File: config.mk
export PLATFORM = sky130hd
export DESIGN_NAME = stepper_phase_decoder_flat
export DESIGN_NICKNAME = d
export VERILOG_FILES = /design/src/rtl/stepper_pkg.sv /design/src/rtl/stepper_phase_decoder_if.sv /design/src/rtl/stepper_phase_decoder_phase_filter.sv /design/src/rtl/stepper_phase_decoder.sv /design/src/flat_wrapper.sv
export SDC_FILE = /design/constraint.sdc
export NUM_CORES = 1
export LEC_CHECK = 0
export ABC_AREA = 1
export BUFFER_PORTS_ARGS = -buffer_cell sky130_fd_sc_hd__buf_2
export CORE_AREA = 2 2 63 65
export DETAILED_ROUTE_END_ITERATION = 10
export DIE_AREA = 0 0 65 67
export PLACE_DENSITY_LB_ADDON = 0.15
export SLEW_MARGIN = 25
export SYNTH_ARGS = -nofsm -noshare
export SYNTH_HDL_FRONTEND = slang
export SYNTH_SLANG_ARGS = --single-unit
File: constraint.sdc
create_clock -name i_clk -period 6.3 [get_ports i_clk]
set_input_delay 0.63 -clock i_clk [delete_from_list [all_inputs] [get_ports i_clk]]
set_output_delay 0.63 -clock i_clk [all_outputs]
set_load 0.02 [all_outputs]
File: src/rtl/stepper_pkg.sv
// Shared definitions for the stepper driver, the phase decoder and benches.
//   - Full-step coil codes {A,B,C,D} and the de-energised idle code.
//   - Position class encodings reported on o_pos.
//   - Decoder state enum and a helper that classifies a 4-bit coil code.
package stepper_pkg;

    localparam logic [3:0] PH_S1   = 4'b1100;
    localparam logic [3:0] PH_S2   = 4'b0110;
    localparam logic [3:0] PH_S3   = 4'b0011;
    localparam logic [3:0] PH_S4   = 4'b1001;
    localparam logic [3:0] PH_IDLE = 4'b0000;

    localparam logic [1:0] POS_HOME  = 2'b00;
    localparam logic [1:0] POS_LIMIT = 2'b01;
    localparam logic [1:0] POS_MID   = 2'b10;

    typedef enum logic {
        ACQ   = 1'b0,
        TRACK = 1'b1
    } dec_state_t;

    typedef enum logic [1:0] {
        CODE_VALID   = 2'b00,
        CODE_IDLE    = 2'b01,
        CODE_ILLEGAL = 2'b10
    } code_kind_t;

    typedef struct packed {
        code_kind_t kind;
        logic [1:0] idx;
    } code_info_t;

    // Classify a coil code; idx is only meaningful for CODE_VALID.
    function automatic code_info_t decode_phase(input logic [3:0] code);
        code_info_t info;
        info.kind = CODE_ILLEGAL;
        info.idx  = 2'd0;
        case (code)
            PH_S1:   begin info.kind = CODE_VALID; info.idx = 2'd0; end
            PH_S2:   begin info.kind = CODE_VALID; info.idx = 2'd1; end
            PH_S3:   begin info.kind = CODE_VALID; info.idx = 2'd2; end
            PH_S4:   begin info.kind = CODE_VALID; info.idx = 2'd3; end
            PH_IDLE: begin info.kind = CODE_IDLE;  info.idx = 2'd0; end
            default: begin info.kind = CODE_ILLEGAL; info.idx = 2'd0; end
        endcase
        return info;
    endfunction

endpackage

File: src/rtl/stepper_phase_decoder_if.sv
// Signal bundle between a coil-pattern source and the phase decoder.
//   i_phase   : coil lines {A,B,C,D} (asynchronous to the decoder clock)
//   i_clr_err : synchronous clear of the sticky error flags
//   o_*       : decoded position, direction, step pulse, lock and errors
// master = stimulus/monitor side, slave = decoder side.
interface stepper_phase_decoder_if #(
    parameter int COUNT_W = 8
);
    logic [3:0]         i_phase;
    logic               i_clr_err;
    logic [COUNT_W-1:0] o_count;
    logic [1:0]         o_pos;
    logic               o_dir;
    logic               o_step;
    logic               o_locked;
    logic               o_err_illegal;
    logic               o_err_skip;
    logic               o_err_range;

    modport master (
        output i_phase, i_clr_err,
        input  o_count, o_pos, o_dir, o_step, o_locked,
               o_err_illegal, o_err_skip, o_err_range
    );

    modport slave (
        input  i_phase, i_clr_err,
        output o_count, o_pos, o_dir, o_step, o_locked,
               o_err_illegal, o_err_skip, o_err_range
    );
endinterface

File: src/rtl/stepper_phase_decoder_phase_filter.sv
// Two-flop synchroniser plus stability filter for the four coil lines.
//   i_clk, i_rst_n : clock, asynchronous active-low reset
//   i_phase        : raw coil lines
//   o_code         : filtered code (accepted after FILTER_CYCLES stable cycles)
//   o_changed      : one-cycle strobe in the cycle o_code takes a new value
module phase_filter #(
    parameter int FILTER_CYCLES = 2
) (
    input  logic       i_clk,
    input  logic       i_rst_n,
    input  logic [3:0] i_phase,
    output logic [3:0] o_code,
    output logic       o_changed
);

    localparam int CNT_W = (FILTER_CYCLES < 2) ? 1 : $clog2(FILTER_CYCLES + 1);
    localparam logic [CNT_W-1:0] CNT_MAX = CNT_W'(FILTER_CYCLES);

    if (FILTER_CYCLES < 1) begin : g_bad_filter
        $error("phase_filter: FILTER_CYCLES must be at least 1");
    end

    logic [3:0]       sync1_r;
    logic [3:0]       sync2_r;
    logic [3:0]       sync2_d_r;
    logic [3:0]       code_r;
    logic             changed_r;
    logic [CNT_W-1:0] cnt_r;
    logic [CNT_W-1:0] run_s;
    logic             accept_s;

    // Length of the current run of identical synchronised values, saturating.
    always_comb begin
        run_s    = CNT_W'(1'b1);
        accept_s = 1'b0;
        if (sync2_r != sync2_d_r) begin
            run_s = CNT_W'(1'b1);
        end else if (cnt_r == CNT_MAX) begin
            run_s = CNT_MAX;
        end else begin
            run_s = cnt_r + CNT_W'(1'b1);
        end
        accept_s = (sync2_r != code_r) && (run_s >= CNT_MAX);
    end

    // Synchroniser, run counter and filtered-code register.
    always_ff @(posedge i_clk or negedge i_rst_n) begin
        if (!i_rst_n) begin
            sync1_r   <= 4'b0000;
            sync2_r   <= 4'b0000;
            sync2_d_r <= 4'b0000;
            code_r    <= 4'b0000;
            changed_r <= 1'b0;
            cnt_r     <= '0;
        end else begin
            sync1_r   <= i_phase;
            sync2_r   <= sync1_r;
            sync2_d_r <= sync2_r;
            if (accept_s) begin
                code_r    <= sync2_r;
                changed_r <= 1'b1;
                cnt_r     <= '0;
            end else if (sync2_r == code_r) begin
                // Back at the accepted value: any pending candidate is dropped.
                changed_r <= 1'b0;
                cnt_r     <= '0;
            end else begin
                changed_r <= 1'b0;
                cnt_r     <= run_s;
            end
        end
    end

    assign o_code    = code_r;
    assign o_changed = changed_r;

endmodule

File: src/rtl/stepper_phase_decoder.sv
// Full-step bipolar coil-pattern reader.
//   i_clk, i_rst_n : clock, asynchronous active-low reset
//   bus (slave)    : i_phase/i_clr_err in; o_count, o_pos, o_dir, o_step,
//                    o_locked and sticky o_err_illegal/o_err_skip/o_err_range out
// Filters the coil lines, decodes step direction against the last accepted
// phase index, tracks position in 0..COUNT_LIMIT and flags anomalies.
module stepper_phase_decoder
    import stepper_pkg::*;
#(
    parameter int FILTER_CYCLES = 2,
    parameter int COUNT_W       = 8,
    parameter int COUNT_LIMIT   = 200
) (
    input  logic                     i_clk,
    input  logic                     i_rst_n,
    stepper_phase_decoder_if.slave   bus
);

    if ((COUNT_LIMIT < 1) || (COUNT_LIMIT > ((1 << COUNT_W) - 1))) begin : g_bad_limit
        $error("stepper_phase_decoder: COUNT_LIMIT must be in 1..2**COUNT_W-1");
    end

    localparam logic [COUNT_W-1:0] LIMIT_C = COUNT_W'(COUNT_LIMIT);
    localparam logic [COUNT_W-1:0] ZERO_C  = '0;

    logic [3:0]   code_s;
    logic         changed_s;
    code_info_t   info_s;
    logic [1:0]   delta_s;

    dec_state_t         state_r, state_n;
    logic [1:0]         ref_r, ref_n;
    logic [COUNT_W-1:0] count_r, count_n;
    logic [1:0]         pos_r, pos_n;
    logic               dir_r, dir_n;
    logic               step_r, step_n;
    logic               locked_r;
    logic               err_illegal_r, err_skip_r, err_range_r;
    logic               set_illegal_s, set_skip_s, set_range_s;

    phase_filter #(
        .FILTER_CYCLES (FILTER_CYCLES)
    ) u_filter (
        .i_clk     (i_clk),
        .i_rst_n   (i_rst_n),
        .i_phase   (bus.i_phase),
        .o_code    (code_s),
        .o_changed (changed_s)
    );

    // Event decode: acts only in the cycle after the filtered code changed.
    always_comb begin
        info_s        = decode_phase(code_s);
        delta_s       = info_s.idx - ref_r;   // 2-bit wrap gives mod-4 distance
        state_n       = state_r;
        ref_n         = ref_r;
        count_n       = count_r;
        dir_n         = dir_r;
        step_n        = 1'b0;
        set_illegal_s = 1'b0;
        set_skip_s    = 1'b0;
        set_range_s   = 1'b0;
        if (changed_s) begin
            case (state_r)
                ACQ: begin
                    case (info_s.kind)
                        CODE_VALID: begin
                            ref_n   = info_s.idx;
                            state_n = TRACK;
                        end
                        CODE_ILLEGAL: set_illegal_s = 1'b1;
                        default:      state_n = ACQ;
                    endcase
                end
                TRACK: begin
                    case (info_s.kind)
                        CODE_VALID: begin
                            ref_n = info_s.idx;
                            case (delta_s)
                                2'd1: begin
                                    step_n = 1'b1;
                                    dir_n  = 1'b1;
                                    if (count_r == LIMIT_C) begin
                                        set_range_s = 1'b1;
                                    end else begin
                                        count_n = count_r + COUNT_W'(1'b1);
                                    end
                                end
                                2'd3: begin
                                    step_n = 1'b1;
                                    dir_n  = 1'b0;
                                    if (count_r == ZERO_C) begin
                                        set_range_s = 1'b1;
                                    end else begin
                                        count_n = count_r - COUNT_W'(1'b1);
                                    end
                                end
                                2'd2:    set_skip_s = 1'b1;
                                default: step_n = 1'b0;
                            endcase
                        end
                        CODE_ILLEGAL: begin
                            set_illegal_s = 1'b1;
                            state_n       = ACQ;
                        end
                        // Idle keeps ref_r so the next valid code is judged against it.
                        default: state_n = TRACK;
                    endcase
                end
                default: state_n = ACQ;
            endcase
        end else begin
            state_n = state_r;
        end

        if (count_n == ZERO_C) begin
            pos_n = POS_HOME;
        end else if (count_n == LIMIT_C) begin
            pos_n = POS_LIMIT;
        end else begin
            pos_n = POS_MID;
        end
    end

    // Decoder state, position and registered outputs; error set beats clear.
    always_ff @(posedge i_clk or negedge i_rst_n) begin
        if (!i_rst_n) begin
            state_r       <= ACQ;
            ref_r         <= 2'd0;
            count_r       <= '0;
            pos_r         <= POS_HOME;
            dir_r         <= 1'b1;
            step_r        <= 1'b0;
            locked_r      <= 1'b0;
            err_illegal_r <= 1'b0;
            err_skip_r    <= 1'b0;
            err_range_r   <= 1'b0;
        end else begin
            state_r       <= state_n;
            ref_r         <= ref_n;
            count_r       <= count_n;
            pos_r         <= pos_n;
            dir_r         <= dir_n;
            step_r        <= step_n;
            locked_r      <= (state_n == TRACK);
            err_illegal_r <= set_illegal_s | (err_illegal_r & ~bus.i_clr_err);
            err_skip_r    <= set_skip_s    | (err_skip_r    & ~bus.i_clr_err);
            err_range_r   <= set_range_s   | (err_range_r   & ~bus.i_clr_err);
        end
    end

    assign bus.o_count       = count_r;
    assign bus.o_pos         = pos_r;
    assign bus.o_dir         = dir_r;
    assign bus.o_step        = step_r;
    assign bus.o_locked      = locked_r;
    assign bus.o_err_illegal = err_illegal_r;
    assign bus.o_err_skip    = err_skip_r;
    assign bus.o_err_range   = err_range_r;

endmodule

File: src/flat_wrapper.sv
// flat-port wrapper written by rule: the top's interface ports become plain ports
module stepper_phase_decoder_flat import stepper_pkg::*;
#(
    parameter int FILTER_CYCLES = 2,
    parameter int COUNT_W       = 8,
    parameter int COUNT_LIMIT   = 200
)
  (i_clk, i_rst_n, bus_i_phase, bus_i_clr_err, bus_o_count, bus_o_pos, bus_o_dir, bus_o_step, bus_o_locked, bus_o_err_illegal, bus_o_err_skip, bus_o_err_range);
  stepper_phase_decoder_if #(.COUNT_W(COUNT_W)) bus_i ();
  input  logic i_clk;
  input  logic i_rst_n;
  input wire logic [$bits(bus_i.i_phase)-1:0] bus_i_phase;
  input wire logic [$bits(bus_i.i_clr_err)-1:0] bus_i_clr_err;
  output wire logic [$bits(bus_i.o_count)-1:0] bus_o_count;
  output wire logic [$bits(bus_i.o_pos)-1:0] bus_o_pos;
  output wire logic [$bits(bus_i.o_dir)-1:0] bus_o_dir;
  output wire logic [$bits(bus_i.o_step)-1:0] bus_o_step;
  output wire logic [$bits(bus_i.o_locked)-1:0] bus_o_locked;
  output wire logic [$bits(bus_i.o_err_illegal)-1:0] bus_o_err_illegal;
  output wire logic [$bits(bus_i.o_err_skip)-1:0] bus_o_err_skip;
  output wire logic [$bits(bus_i.o_err_range)-1:0] bus_o_err_range;
  assign bus_i.i_phase = bus_i_phase;
  assign bus_i.i_clr_err = bus_i_clr_err;
  assign bus_o_count = bus_i.o_count;
  assign bus_o_pos = bus_i.o_pos;
  assign bus_o_dir = bus_i.o_dir;
  assign bus_o_step = bus_i.o_step;
  assign bus_o_locked = bus_i.o_locked;
  assign bus_o_err_illegal = bus_i.o_err_illegal;
  assign bus_o_err_skip = bus_i.o_err_skip;
  assign bus_o_err_range = bus_i.o_err_range;
  stepper_phase_decoder #(.FILTER_CYCLES(FILTER_CYCLES), .COUNT_W(COUNT_W), .COUNT_LIMIT(COUNT_LIMIT)) u_core (.i_clk(i_clk), .i_rst_n(i_rst_n), .bus(bus_i));
endmodule
==> run summary, run 1 <==
The synthesized netlist contains 32 unique library cells. The cell taking the most area after synthesis was sky130_fd_sc_hd__dfrtp_1. After synthesis the cells add up to 0.002208 mm². The number of DRC violations after detailed-routing iteration 0 is 120, and the worst path required time is 6.48 ns. The number of cells on the worst reg-to-reg path is 12. The via count of the first global-routing pass was 1663; the maximum fanout encountered on the critical timing path was 14. The tools report the final weighted congestion of routability-driven global placement as 0.9992.

The sum of overflow across all layers after global routing was 0; the final layout net count was 307. For the pin count of the biggest net entering global routing, the log shows 38. In the final layout, the share of cells above drive strength 1 is 23.31%. TritonCTS built the clock tree.

The proportion of register bits with asynchronous set or reset after synthesis came out at 100.0%. For this run, global-route usage on met1 was measured as 28.69%. For this run, global-route usage on met3 was measured as 6.588%. After clock tree synthesis, the repair step resized 0 gates.

The min-delay analysis places its worst path in the category reg2reg. Across all register-to-register paths, the minimum setup slack is 3.83 ns. The post-synthesis cell count was 271. The most frequent cell after synthesis was sky130_fd_sc_hd__nand2_1. The element type at the critical path start was a register. The startpoint identified for the worst register-to-register timing path is u_core.u_filter.o_code[1]$_DFFE_PN0P_.

In this run, post-CTS hold repair placed 0 buffers. 23 I/O pins were placed. The average via count per standard cell was 5.186. Of the available clock period, the critical path in the final layout requires 39.22%. The run finished with clean final reports. The post-layout total power was 0.7456 mW; the number of buffers between clock root and the deepest sink was 2. The number of antenna violations at the first check in global routing was 0. Traced cell by cell, the critical path runs through nor2_1 > nand2_4 > and2_1 > ha_1 > inv_1 > nand4_4 > nor2_1 > o21ai_0 > nand2_1 > nand2_1 > nor2_1 > nand2_1. The number of violations of the max-capacitance limit was 0. In this run the number of H-tree levels came out at 2. Hold path depth: 0. Power spread over the standard cell area amounts to 305.5 mW/mm². The number of clock sinks was 37; the number of max-slew violations in the final report was 0. The worst IR drop on VDD came out at 184.1 µV.

The count of state elements after synthesis came out at 37. The leakage power total is 1.303 nW, and the maximum single-stage delay on the critical path is 0.44 ns. After global routing, the most crowded layer is met2.

Counting flops with a built-in enable in the synthesized netlist gives 0. In the post-synthesis netlist, the biggest area contributors are sky130_fd_sc_hd__dfrtp_1, sky130_fd_sc_hd__nand2_1, sky130_fd_sc_hd__inv_1. The transition time at the pin with the least slew margin was 0.7845 ns. Worst setup path category: reg2reg. The tools report the detailed-route DRC error count as 0. The mean instance size in the synthesized netlist is 8.149 µm². The run gives 0 as the number of hold violations in the final report. In this run the horizontal extent of the chip is 65 µm.

In this run the tightest slew margin relative to its limit is 47.70%. The number of setup buffers added after CTS was 0; the shortest period the worst path allows was 2.471 ns. When the netlist entered floorplanning its net count stood at 283. Clock tree synthesis inserted a total of 5 buffers. During placement, the flow inserted port buffers numbering 22. Setup repair after global routing left no endpoint under its margin. Once detailed placement completed, the half-perimeter wirelength came to 3.310 mm.

The run gives 0 as the warning count from the yosys run. Once detail routing completed, the nets flagged for antenna violations numbered 0. Clock latency on the worst-skew pair, taken at its later pin, is 0.30 ns. For this run, the top clock speed supported by timing is 404.7 MHz. The area enclosed by the die boundary came out at 0.004355 mm². Tracing the worst setup path back leads to its startpoint at u_core.u_filter.o_code[1]$_DFFE_PN0P_. By count the netlist is led by sky130_fd_sc_hd__nand2_1, sky130_fd_sc_hd__dfrtp_1, sky130_fd_sc_hd__inv_1, sky130_fd_sc_hd__nor2_1, sky130_fd_sc_hd__nand3_1. Endpoint class of the critical path: a register.

Of the post-synthesis cell area, the dominant cell type holds 40.79%. Data on the critical path arrives at its endpoint at 2.66 ns. On the critical path, the stage with the largest delay is an instance of sky130_fd_sc_hd__dfrtp_1. The tools report the final total negative setup slack as 0 ns.

After synthesis, flip-flops and latches occupy 41.98% of the total area. Setup violations remaining at the end of the flow were counted as 0. The post-route clock skew was 0.005341 ns; the layout overhead on the synthesized area was 10.54%. The number of filler cells placed in the layout is 306, and the met2 usage in global routing is 40.46%. In the final routed layout, each cell accounts on average for 12.79 µm. Global routing consumed, over all layers together, 23.37% of the routing resources.

The initialized floorplan defines 22 standard-cell rows. The launch instance of the worst min-delay path was u_core.u_filter.sync1_r[2]$_DFF_PN0_. The first detailed-routing pass took 5 iterations. The root buffer cell chosen for the clock tree is sky130_fd_sc_hd__clkbuf_8. The most instantiated flip-flop cell in the synthesis netlist was sky130_fd_sc_hd__dfrtp_1. After clock tree synthesis, the clock-pin slew on the worst setup and hold paths is 0.08 ns. The wire length reported by the detailed router is 4.400 mm, and the initial core utilization is 61.24%. The wire length of the first global-routing pass was 7.645 mm; the final antenna diode count was 0. The core outline area is 0.003606 mm². The routed layout has 1784 vias. From bottom edge to top edge, the die measures 67 µm.
## where the power goes
group / switching (mW) / internal (mW) / leakage [nW]
logic: 0.171 / 0.0952 / 0.787
registers: 0.0381 / 0.267 / 0.472
clock network: 0.0942 / 0.0798 / 0.0447
## registers in the layout, indices dropped and copies added, names as in the netlist, named ones only
register	flops
u_core.u_filter.o_changed	1
u_core.bus.o_err_skip	1
u_core.u_filter.sync1_r	4
u_core.bus.o_pos	2
u_core.u_filter.sync2_r	4
u_core.u_filter.cnt_r	2
u_core.bus.o_count	8
u_core.u_filter.o_code	4
u_core.u_filter.sync2_d_r	4
u_core.ref_r	2
u_core.bus.o_step	1
u_core.bus.o_dir	1
u_core.bus.o_err_range	1
u_core.bus.o_err_illegal	1
## worst max-delay path, delay by kind of cell (launching register included)
family,cells,cell delay (ns)
DFF,1,0.44
adders and majority gates,1,0.27
and+or+nand+nor,9,1.32
AOI/OAI and AO/OA,1,0.09
buffers and inverters,1,0.24
## kinds of logic (layout without fill, tap and decap cells)
group / Yosys count / in the layout / share of synthesized area [%]
adder cells (fa/ha/maj): 5 / 5 / 2.833
flip-flops: 37 / 37 / 41.98
buffers and inverters: 46 / 71 / 8.385
AO/OA/AOI/OAI: 22 / 22 / 5.383
other: 1 / 1 / 0.1698
XOR/XNOR: 15 / 15 / 5.949
AND/OR/NAND/NOR: 145 / 145 / 35.30
## path summary, 6_finish.rpt
kind                                                                to
max in group asynchronous              u_core.bus.o_err_skip$_DFF_PN0_
worst min-delay path              u_core.u_filter.sync2_r[2]$_DFF_PN0_
min in group asynchronous       u_core.u_filter.sync2_d_r[3]$_DFF_PN0_
worst max register to register           u_core.bus.o_pos[1]$_DFF_PN0_
worst min register to register    u_core.u_filter.sync2_r[2]$_DFF_PN0_
worst max-delay path                     u_core.bus.o_pos[1]$_DFF_PN0_
## metrics by stage
stage	hold WS, ns	instance area [µm²]	std cells	setup slack [ns]	util [%]
2_1_floorplan	0.3312	2208	271	4.136	-
3_3_place_gp	0.3316	2347	336	3.891	65.09
3_5_place_dp	0.3347	2347	336	3.863	65.09
4_1_cts	0.3535	2441	344	3.807	67.70
5_1_grt	0.3670	2441	344	3.550	67.70
6_report	0.3518	2441	344	3.829	67.70
## area by class of cell
type                            instances  area (µm²)  area share (%)
Clock buffer                            5       68.82           2.819
Clock inverter                          3       25.02           1.025
Inverter                               41       153.9           6.304
Multi-Input combinational cell        188        1096           44.90
Sequential cell                        37       927.1           37.98
Tap cell                               48       60.06           2.460
Timing Repair Buffer                   22       110.1           4.511
## per-layer routing
layer  vias to the layer above  share of wire, %
met5                         -                 0
met4                         0              0.86
met3                         7               7.2
met2                        69                48
met1                       815                44
li1                        893                 -
## layout by cell type, fill, tap and decap left out, types with 6 or more instances in the layout
master	instances
sky130_fd_sc_hd__inv_1	29
sky130_fd_sc_hd__nand3_1	16
sky130_fd_sc_hd__nand2_4	8
sky130_fd_sc_hd__xnor2_1	6
sky130_fd_sc_hd__inv_2	11
sky130_fd_sc_hd__xor2_1	9
sky130_fd_sc_hd__o21ai_0	15
sky130_fd_sc_hd__nand4_1	7
sky130_fd_sc_hd__buf_2	22
sky130_fd_sc_hd__dfrtp_1	36
sky130_fd_sc_hd__nor2_1	29
sky130_fd_sc_hd__nand2_1	64
Power figures use the tool's default switching activity.
==> run 2, diff against run 1 <==
--- a/config.mk
+++ b/config.mk
@@ -5,11 +5,11 @@
 export SDC_FILE = /design/constraint.sdc
 export NUM_CORES = 1
 export LEC_CHECK = 0
-export ABC_AREA = 1
+export ABC_AREA = 0
 export BUFFER_PORTS_ARGS = -buffer_cell sky130_fd_sc_hd__buf_2
-export CORE_AREA = 2 2 63 65
+export CORE_AREA = 2 2 66 68
 export DETAILED_ROUTE_END_ITERATION = 10
-export DIE_AREA = 0 0 65 67
+export DIE_AREA = 0 0 68 70
 export PLACE_DENSITY_LB_ADDON = 0.15
 export SLEW_MARGIN = 25
 export SYNTH_ARGS = -nofsm -noshare
==> constraint.sdc (replaced) <==
create_clock -name i_clk -period 2.05 [get_ports i_clk]
set_input_delay 0.205 -clock i_clk [delete_from_list [all_inputs] [get_ports i_clk]]
set_output_delay 0.205 -clock i_clk [all_outputs]
set_load 0.02 [all_outputs]
==> run 2 against run 1 <==
The run now ends with negative setup slack left. Synthesized cell count is 23% lower. Die area is 9.3% higher. Flip-flop and latch count unchanged. Via count increased by 11%. Highest routed layer unchanged. Clock skew barely moved. Register-to-register slack lost 4.6 ns. Power rose to 3.5 times the previous value. Worst setup slack got worse by 4.6 ns.
==> run summary, run 2 <==
The maximum fanout encountered on the critical timing path came out at 5. The run gives 3.05 ns as the data arrival time of the critical path. For this design, the slowest cell found on the critical path is sky130_fd_sc_hd__or4b_4. In this run the critical register-to-register path is captured at u_core.bus.o_pos[1]$_DFF_PN0_.

In the final routed layout, each cell accounts on average for 16.30 µm. Number of DRC violations after detailed-routing iteration 0: 165. In the routed layout, each cell is associated on average with a via count of 5.573. Element type at the critical path start: a register. For this run, design rule violations remaining after detail routing come to 0. Setup violations remaining at the end of the flow were counted as 13.

Entering global routing, the biggest net connects 38 pins. Measured in cells, the most critical reg-to-reg path has a length of 10. The portion of synthesized cell area occupied by the leading cell type was 43.93%; the number of buffers inserted by port buffering was 22. Among all cell types in the netlist, the one instantiated most often is sky130_fd_sc_hd__dfrtp_1. In this run the critical register-to-register path is launched from u_core.u_filter.o_code[1]$_DFFE_PN0P_. Summed over all nets, the half-perimeter wirelength after detailed placement is 4.061 mm. The number of antenna violations at the first check in global routing was 0. For this run, the register share of the synthesized area comes to 45.21%. The final reports fail on negative setup slack.

At the end of routability-driven placement, the weighted congestion stood at 0.8960. The met1 capacity usage during global routing was 30.13%. For the met2 usage in global routing, the log shows 44.98%. The proportion of register bits with asynchronous set or reset after synthesis is 100.0%, and the layout overhead on the synthesized area is 48.81%.

The run gives -0.8203 ns as the final worst setup slack. Synthesis produced a netlist with a net count of 222. After synthesis, the cell types taking the most area are sky130_fd_sc_hd__dfrtp_1, sky130_fd_sc_hd__nand3_1, sky130_fd_sc_hd__inv_1. The layout cell share with drive strength beyond 1 is 49.34%. The final total negative setup slack is -6.213 ns, and the total number of placement rows is 24. The most utilized layer in the global route result is met2. The maximum single-stage delay on the critical path was 0.56 ns.

The clock latency of the later-clocked register in the worst-skew pair was 0.29 ns; the post-synthesis cell count was 210. Counting buffers and inverters, the worst setup path is 10 cells deep. Synthesis inferred 37 register bits. Number of buffers between clock root and the deepest sink: 2. The tools report the critical path launch point as u_core.u_filter.o_code[1]$_DFFE_PN0P_. The flow ran to the end, but the final reports show violations. Counting tap cells, the placed design contains a total of 340 instances.

The sum of buffers and inverters on the critical path came out at 0. Summing the areas of all compound-gate instances in the mapped netlist gives 18.24% of the synthesized area. The run gives 0.004144 mm² as the core outline area. A synthesized cell averages 9.765 µm².

The tool flagged a number of max-cap violations equal to 0. The transition time at the pin with the least slew margin is 0.8024 ns, and the wire length reported by the detailed router is 5.803 mm. After synthesis, the most frequently instantiated cells are sky130_fd_sc_hd__dfrtp_1, sky130_fd_sc_hd__inv_1, sky130_fd_sc_hd__nand2_1, sky130_fd_sc_hd__nand3_1.

The clock transition at the register clock pins on the worst setup and hold paths after CTS came out at 0.07 ns. The min-delay analysis places its worst path in the category in2async. The number of flip-flops in the largest register works out to 8.

For this design, the CTS-stage hold fixing added 0 buffers. The logs give 9.266 mm for the wire length of the first global-routing pass and 905.7 µV for the worst IR drop on VDD. The total overflow left after global routing is 0.

sky130_fd_sc_hd__dfrtp_1 takes more of the synthesized area than any other cell. For this run, the number of standard cells in the final layout without fillers is 356. Setup repair after global routing could not meet its margin everywhere. Number of max-slew violations in the final report: 0. Clock skew on the completed layout was measured at 0.005570 ns.

The clock net in this run drives a total of 37 sinks. The number of optimization iterations in the first detailed-route pass is 4. The shortest period the worst path allows was 2.870 ns; the final layout net count was 316. Area enclosed by the die boundary: 0.004760 mm². Leaving out fill and tap cells, the most frequent cell in the layout is sky130_fd_sc_hd__buf_4. Worst setup path category: reg2reg. The library cells used most frequently in the layout, excluding fill and tap cells, are sky130_fd_sc_hd__buf_4, sky130_fd_sc_hd__dfrtp_1, sky130_fd_sc_hd__buf_2.

Across all register-to-register paths, the minimum setup slack is -0.82 ns. The total global-route track usage was 26.21%. The leakage power total was 1.462 nW; the timing-limited maximum frequency was 348.4 MHz. The count of distinct cell types in the synthesized netlist was 53.

Summing the areas of all and, or, nand and nor instances in the mapped netlist gives 18.00% of the synthesized area. By area, the combinational part of the netlist is dominated by compound AO/OA/AOI/OAI gates. In this run the number of H-tree levels came out at 2.

The chip height was 70 µm. The ratio of final minimum period to clock period works out to 140.0%. TritonCTS created 5 clock buffers. The tools report the number of hold violations in the final report as 0. The cell sitting at the root of the clock tree is a sky130_fd_sc_hd__clkbuf_8. For this design the top-level I/O count stands at 23.

Once detail routing completed, the nets flagged for antenna violations numbered 0. At the worst endpoint, the required time is 2.23 ns. The via count of the first global-routing pass is 2004.

The most used flip-flop cell after synthesis is sky130_fd_sc_hd__dfrtp_1. Of the total synthesized cell area, the portion taken by full adders, half adders and majority gates is 3.051%. The worst-case headroom to the max-slew limit was 46.51%; the areal power density over the cells was 861.7 mW/mm². Measured against the total synthesized area, the mux share comes to 2.624%. Netlist area before placement: 0.002051 mm².

Walking the worst path, the cells encountered are nand2_1 > nor3_2 > a31oi_1 > ha_2 > nand2b_4 > or4b_4 > a2111oi_4 > nor3_4 > or3_4 > a211o_1. The met3 global-route usage is 4.992%. For the final antenna diode count, the log shows 0. The initial core utilization was 49.49%; the warning count from the yosys run was 0.

TritonCTS built the clock tree. Following the worst setup path forward leads to its endpoint at u_core.bus.o_pos[1]$_DFF_PN0_. The endpoint class of the critical path was a register. Among cell families on the critical path, the largest total delay comes from simple AND/OR/NAND/NOR gates. In this run, synthesis inferred 0 flip-flops with an integrated enable.

Of the total synthesized cell area, the portion taken by XOR and XNOR cells is 6.711%. The die boundary width was 68 µm; the count of vias placed by the detailed router was 1984.
==> run 2: logic make-up after synthesis <==
group,count (synthesis)
xor+xnor,14
fa+ha+maj,5
simple gates,70
flops,37
compound gates,51
other cells,1
mux,5
buf+inv,27
==> run 2: stage by stage <==
stage	total power, mW	util [%]	worst slack [ns]	area [µm²]	hold slack, ns
floorplan	1.557	-	-0.9260	2111	-0.09059
global placement	1.990	64.82	-0.8133	2686	0.3136
detailed placement	2.015	64.82	-0.8308	2686	0.3147
CTS	2.588	71.23	-0.7507	2952	0.01274
global route	2.786	73.64	-0.9110	3052	0.006770
finish	2.630	73.64	-0.8203	3052	0.001436
==> run 2: final cells by class <==
class	instances	area, µm²
tap	52	65.06
sequential	37	927.1
timing repair buffer	97	695.7
fill	302	1092
clock buffer	6	72.57
inverter	17	67.56
clock inverter	1	8.758
multi-input combinational	146	1215
==> run 2: per-layer routing <==
metal | up-vias | part of all wire (%)
met5 | - | 0
met4 | 0 | 3.3
met3 | 20 | 4.7
met2 | 68 | 53
met1 | 954 | 39
li1 | 942 | -
==> run 2: how the worst min path moves through the flow <==
stage / end / slack, ns / from / depth (start not counted)
floorplan: async pin / -0.09 / i_rst_n / 0
global placement: u_core.u_filter.sync1_r[0]$_DFF_PN0_ / 0.31 / bus_i_phase[0] / 1
detailed placement: u_core.u_filter.sync1_r[0]$_DFF_PN0_ / 0.31 / bus_i_phase[0] / 1
CTS: u_core.u_filter.sync1_r[0]$_DFF_PN0_ / 0.01 / bus_i_phase[0] / 1
global route: u_core.u_filter.sync1_r[0]$_DFF_PN0_ / 0.007 / bus_i_phase[0] / 1
finish: u_core.bus.o_step$_DFF_PN0_ / 0.001 / i_rst_n / 1
==> run 2: what timing repair did <==
item | CTS | global route
setup buffers | 8 | 9
endpoints found under the hold margin | 0 | 0
pin swaps | 12 | 7
resized for setup | 37 | 17
cloned | 0 | 0
setup endpoints to repair | 13 | 14
==> run 2: power breakdown <==
group	switching (mW)	internal, mW	total [mW]	leakage, nW
logic	0.664	0.607	1.27	0.949
clock network	0.255	0.235	0.490	0.0412
registers	0.0638	0.804	0.868	0.472
total	0.983	1.65	2.63	1.46
